--- src/rtl/pulse_meter.sv ---
// pulse_meter: measures high time, low time and period of an asynchronous
// pulse train in clk cycles and publishes each complete period with a
// one-cycle VALID strobe.
//
// state | meaning
// IDLE  | after reset: wait for the synchronizer to fill and the input to read low
// ARMED | input known low, waiting for the rise that opens the first period
// HIGH  | counting the high phase in hc
// LOW   | counting the low phase in lc; the next rise closes the period
//
// SYNC_STAGES is legal in the range 2..4.
module pulse_meter #(
    parameter int CNT_W       = 24,
    parameter int SYNC_STAGES = 2
) (
    input  logic             CLK,
    input  logic             RST,
    input  logic             SIG_IN,
    output logic [CNT_W-1:0] HIGH_CNT,
    output logic [CNT_W-1:0] LOW_CNT,
    output logic [CNT_W:0]   PERIOD,
    output logic             VALID,
    output logic             SAT,
    output logic             LEVEL
);

    typedef enum logic [1:0] {IDLE, ARMED, HIGH, LOW} state_t;

    localparam logic [CNT_W-1:0] CNT_MAX = '1;
    localparam logic [CNT_W-1:0] CNT_ONE = CNT_W'(1);

    logic [SYNC_STAGES-1:0] sync_q;
    logic [SYNC_STAGES-1:0] warm_q;
    logic                   s;
    logic                   s_d;
    logic                   rise;
    logic                   fall;
    logic                   primed;

    state_t           state, state_next;
    logic [CNT_W-1:0] hc, hc_next;
    logic [CNT_W-1:0] lc, lc_next;
    logic             sat, sat_next;
    logic             cap_load;

    logic [CNT_W-1:0] cap_h;
    logic [CNT_W-1:0] cap_l;
    logic             cap_sat;
    logic             pub_req;

    assign s      = sync_q[SYNC_STAGES-1];
    // warm_q fills with ones alongside sync_q, so primed means s reflects
    // the real input rather than the reset value of the synchronizer.
    assign primed = warm_q[SYNC_STAGES-1];
    assign rise   = s & ~s_d;
    assign fall   = ~s & s_d;
    assign LEVEL  = s;

    // Input synchronizer, edge-detect delay and synchronizer warm-up tracker.
    always_ff @(posedge CLK) begin
        if (RST) begin
            sync_q <= '0;
            warm_q <= '0;
            s_d    <= 1'b0;
        end else begin
            sync_q <= {sync_q[SYNC_STAGES-2:0], SIG_IN};
            warm_q <= {warm_q[SYNC_STAGES-2:0], 1'b1};
            s_d    <= s;
        end
    end

    // FSM state and phase counters.
    always_ff @(posedge CLK) begin
        if (RST) begin
            state <= IDLE;
            hc    <= '0;
            lc    <= '0;
            sat   <= 1'b0;
        end else begin
            state <= state_next;
            hc    <= hc_next;
            lc    <= lc_next;
            sat   <= sat_next;
        end
    end

    // Next-state and counter update; sat is raised when a counter already
    // at full scale is asked to count again.
    always_comb begin
        state_next = state;
        hc_next    = hc;
        lc_next    = lc;
        sat_next   = sat;
        cap_load   = 1'b0;
        unique case (state)
            IDLE: begin
                if (primed && !s) state_next = ARMED;
            end
            ARMED: begin
                if (rise) begin
                    hc_next    = CNT_ONE;
                    sat_next   = 1'b0;
                    state_next = HIGH;
                end
            end
            HIGH: begin
                if (fall) begin
                    lc_next    = CNT_ONE;
                    state_next = LOW;
                end else if (hc == CNT_MAX) begin
                    sat_next = 1'b1;
                end else begin
                    hc_next = hc + CNT_ONE;
                end
            end
            LOW: begin
                if (rise) begin
                    cap_load   = 1'b1;
                    hc_next    = CNT_ONE;
                    sat_next   = 1'b0;
                    state_next = HIGH;
                end else if (lc == CNT_MAX) begin
                    sat_next = 1'b1;
                end else begin
                    lc_next = lc + CNT_ONE;
                end
            end
            default: state_next = IDLE;
        endcase
    end

    // Capture the finished period before hc is reloaded for the next one.
    always_ff @(posedge CLK) begin
        if (RST) begin
            cap_h   <= '0;
            cap_l   <= '0;
            cap_sat <= 1'b0;
            pub_req <= 1'b0;
        end else begin
            pub_req <= cap_load;
            if (cap_load) begin
                cap_h   <= hc;
                cap_l   <= lc;
                cap_sat <= sat;
            end
        end
    end

    // Publish registers; values hold until the next strobe or reset.
    always_ff @(posedge CLK) begin
        if (RST) begin
            HIGH_CNT <= '0;
            LOW_CNT  <= '0;
            PERIOD   <= '0;
            SAT      <= 1'b0;
            VALID    <= 1'b0;
        end else begin
            VALID <= pub_req;
            if (pub_req) begin
                HIGH_CNT <= cap_h;
                LOW_CNT  <= cap_l;
                PERIOD   <= {1'b0, cap_h} + {1'b0, cap_l};
                SAT      <= cap_sat;
            end
        end
    end

endmodule

--- config.mk ---
export PLATFORM = sky130hd
export DESIGN_NAME = pulse_meter
export DESIGN_NICKNAME = d
export VERILOG_FILES = /design/src/rtl/pulse_meter.sv
export SDC_FILE = /design/constraint.sdc
export NUM_CORES = 1
export LEC_CHECK = 0
export ABC_AREA = 1
export BUFFER_PORTS_ARGS = -buffer_cell sky130_fd_sc_hd__buf_2
export CAP_MARGIN = 40
export CELL_PAD_IN_SITES_DETAIL_PLACEMENT = 1
export CELL_PAD_IN_SITES_GLOBAL_PLACEMENT = 1
export CORE_AREA = 2 2 175 134
export CTS_CLUSTER_SIZE = 10
export DETAILED_ROUTE_END_ITERATION = 16
export DIE_AREA = 0 0 177 136
export PLACE_DENSITY_LB_ADDON = 0.1
export SETUP_SLACK_MARGIN = 0.4
export SYNTH_ARGS = -nofsm -noshare
export SYNTH_HDL_FRONTEND = slang
export SYNTH_SLANG_ARGS = --single-unit
--- constraint.sdc ---
create_clock -name CLK -period 2.6 [get_ports CLK]
set_input_delay 0.26 -clock CLK [delete_from_list [all_inputs] [get_ports CLK]]
set_output_delay 0.26 -clock CLK [all_outputs]
set_load 0.1 [all_outputs]
==> results.py <==
metrics = {
    "outcome": {
        "outcome": "complete, no violations",
    },
    "sta": {
        "finalSetupViolCount": 0,
        "setup-tns-final_ns": 0,
        "drv_slew": 0,
        "max_freq_ghz": 0.4762,
        "fin_crit_ns": 2.100,
        "worst_pin_slew_ns": 0.8696,
        "period_share": 0.8077,
        "rsz0062_at_grt": "false",
        "worst_hold_slack_ns": 0.01253,
        "relSlewSlack": 0.4203,
        "worst_clock_skew_ns": 0.01426,
        "hold_violations": 0,
    },
    "logic_synthesis": {
        "yosys.area_share.simple": 0.3290,
        "synth_seq_cells": 181,
        "synth_cells": 1399,
        "async_reset_ff_frac": 0,
        "synth_xor_area_frac": 0.01418,
        "synth.distinct_cells": 44,
        "synth_edf_count": 0,
        "yosysSeqAreaShare": 0.3910,
        "synth_area_um2": 9268,
        "synth_top_family_by_area": "simple AND/OR/NAND/NOR gates",
        "syn_nets": 1429,
        "syn_area_per_cell_um2": 6.624,
        "synthAdderAreaFrac": 0.03726,
        "synth_compound_area_frac": 0.1235,
        "synth_mux_area_frac": 0,
        "synth_ff_type": "dfxtp_1",
        "yosysWarnings": 0,
    },
    "detailed_routing": {
        "totalWireLength_mm": 31.53,
        "drc": 0,
        "drt_pass1_iterations": 7,
        "num_vias": 9110,
        "drtAntennaViolNets": 0,
        "viasPerCell": 5.159,
        "drtIter0Drc": 589,
        "wire_per_inst_um": 17.86,
    },
    "floorplan": {
        "initial_core_util": 0.4115,
        "coreArea_um2": 22520,
        "dieArea_um2": 24070,
        "ios": 79,
        "placementRows": 48,
        "die_height_um": 136,
        "die_w_um": 177,
    },
    "power_and_ir_drop": {
        "pwr-share-comb": 0.020,
        "p_sw_mw": 1.427,
        "p_int_mw": 4.190,
        "power_frac_seq": 0.496,
        "clockPowerShare": 0.484,
        "p_leak_nw": 5.095,
        "switching_share": 0.2541,
        "ir_drop_uv": 505.3,
        "cellPowerDensity_nw_per_um2": 534.6,
    },
    "clocking": {
        "root_buffer": "clkbuf_16",
        "holdBufCountCts": 0,
        "cts_buffers": 17,
        "post_cts_buffers": 0,
        "clk_pin_slew_worst_paths_ns": 0.08,
        "insertion_delay_ns": 0.45,
        "cts_max_level": 4,
        "post_cts_resize_count": 2,
        "cts_tree": "yes",
        "clock-sinks": 181,
        "clk_path_buf_depth": 2,
    },
    "global_route": {
        "grt_pass1_wl_mm": 49.16,
        "grt_usage": 0.2673,
        "grt_max_degree": 111,
        "grt_pass1_vias": 8700,
        "overflow": 0,
        "antenna_found_initial": 0,
    },
    "worst_setup_path": {
        "crit_buf_inv": 2,
        "cpPeakStageDelay_ns": 0.41,
        "worstSetupPathType": "reg2reg",
        "crit_required_ns": 2.99,
        "crit_arrival_ns": 2.49,
        "cp_slowest_cell": "ha_2",
        "cp_top_family": "simple AND/OR/NAND/NOR gates",
        "path_max_fanout": 4,
        "path_cells": "ha_2, nand2_1, nor2_2, nand3_1, nand2_1, inv_1, or2_2, nand3_2, o211ai_1, inv_1",
        "critPathCaptureType": "register",
        "start_kind": "register",
    },
    "placement": {
        "dp.cells": 1734,
        "gp_congestion": 0.8980,
        "port_buffers": 78,
        "place_hpwl_mm": 23.67,
    },
    "layout": {
        "area_growth_pct": 13.38,
        "fin_cells": 1766,
        "final_net_count": 1483,
        "final_core_util": 0.4666,
        "num-fill-cells": 2978,
        "drive_above_1_share": 0.1166,
        "insertedDiodeCount": 0,
    },
    "worst_hold_path": {
        "hp-class": "in2reg",
    },
    "job": {
        "maxCapViolations": 0,
    },
}
==> kinds of logic (layout without fill, tap and decap cells) <==
family	count (synthesis)	after routing
AND/OR/NAND/NOR	716	716
buffers and inverters	241	308
AO/OA/AOI/OAI	219	219
flip-flops	181	181
adder cells (fa/ha/maj)	27	27
XOR/XNOR	15	15
==> state kept, by name, indices dropped and copies added, names as in the netlist <==
signal and count:
cap_l 24, PERIOD 25, LOW_CNT 24, SAT 1, s_d 1, cap_sat 1, pub_req 1, VALID 1
hc 24, cap_h 24, state 2, warm_q 2, lc 24, sat 1, sync_q 2, HIGH_CNT 24
==> cells in the mapped netlist (3+ instances only) <==
cell	number	area share
xnor2_1	3	0.0028
nand3b_1	4	0.0032
xor2_1	12	0.011
inv_2	4	0.0016
nor3_1	23	0.012
dfxtp_1	181	0.39
nand2_4	5	0.0061
o21ai_1	9	0.0049
nor2_2	4	0.0027
nor2_4	4	0.0049
nand4_1	24	0.016
ha_1	26	0.035
nor2_1	280	0.11
clkbuf_1	35	0.014
nand2_1	296	0.12
or2_2	3	0.0020
nand2_2	6	0.0041
a21oi_1	81	0.044
nand3_1	56	0.030
o21ai_0	119	0.064
buf_6	5	0.0061
buf_2	8	0.0043
inv_1	183	0.074
a21oi_2	3	0.0028
==> final timing paths <==
check / start / endpoint / slack [ns] / cells after the start
max: cap_l[6] / PERIOD[7] / 0.50 / 10
min: SIG_IN / sync_q[0] / 0.01 / 3
max reg2reg: cap_l[6] / PERIOD[7] / 0.50 / 10
min reg2reg: sync_q[0] / sync_q[1] / 0.41 / 2
==> worst min-delay path: stages <==
cell	delay, ns
buf_2	0.09
inv_1	0.04
nor2_1	0.03
==> metrics by stage <==
| stage | setup WS (ns) | instance area (um^2) | power (mW) |
|---|---|---|---|
| 2_1_floorplan | 0.4417 | 9268 | 2.933 |
| 6_report | 0.5000 | 10510 | 5.617 |
| 4_1_cts | 0.4073 | 10490 | 5.654 |
| 3_5_place_dp | 0.3698 | 9874 | 2.963 |
| 5_1_grt | 0.4134 | 10510 | 5.779 |
| 3_3_place_gp | 0.3809 | 9874 | 2.961 |
==> area by class of cell <==
type	instances	area [um^2]	share of cell area
repair buffers	86	475.5	0.04525
flip-flops and latches	181	3626	0.3451
inverters	190	723.2	0.06883
clock inverters	15	181.4	0.01727
well taps	300	375.4	0.03572
clock buffers	17	425.4	0.04049
multi-input cells	977	4701	0.4474
==> layout by cell type, fill, tap and decap left out, types with 2 or more instances in the layout <==
master and instances:
a21oi_1 81, a21oi_2 3, and2_1 2, buf_12 2, buf_2 78, buf_4 6
clkbuf_16 17, clkinv_8 2, dfxtp_1 179, dfxtp_2 2, ha_1 22, ha_2 4
inv_1 181, inv_2 6, inv_6 6, inv_8 6, nand2_1 296, nand2_2 6
nand2_4 5, nand3_1 54, nand3_2 4, nand3b_1 4, nand4_1 24, nor2_1 279
nor2_2 4, nor2_4 5, nor3_1 23, nor3_2 2, o21ai_0 119, o21ai_1 9
or2_2 3, xnor2_1 3, xor2_1 12
==> power by group through the flow <==
stage	clock network (mW)	registers (mW)	logic [mW]
floorplan	0	2.85	0.0787
global placement	0	2.85	0.108
detailed placement	0	2.85	0.110
CTS	2.76	2.79	0.110
global route	2.87	2.79	0.120
finish	2.72	2.79	0.110
==> layer usage <==
| layer | track usage | vias to the layer above | share of wire |
|---|---|---|---|
| met1 | 0.4020 | 4384 | 0.52 |
| li1 | - | 4525 | - |
| met5 | 0 | - | 0 |
| met3 | 0.04838 | 20 | 0.053 |
| met4 | 0.04729 | 0 | 0.0069 |
| met2 | 0.3993 | 181 | 0.42 |
No activity file was read; power rests on OpenSTA's default activity.
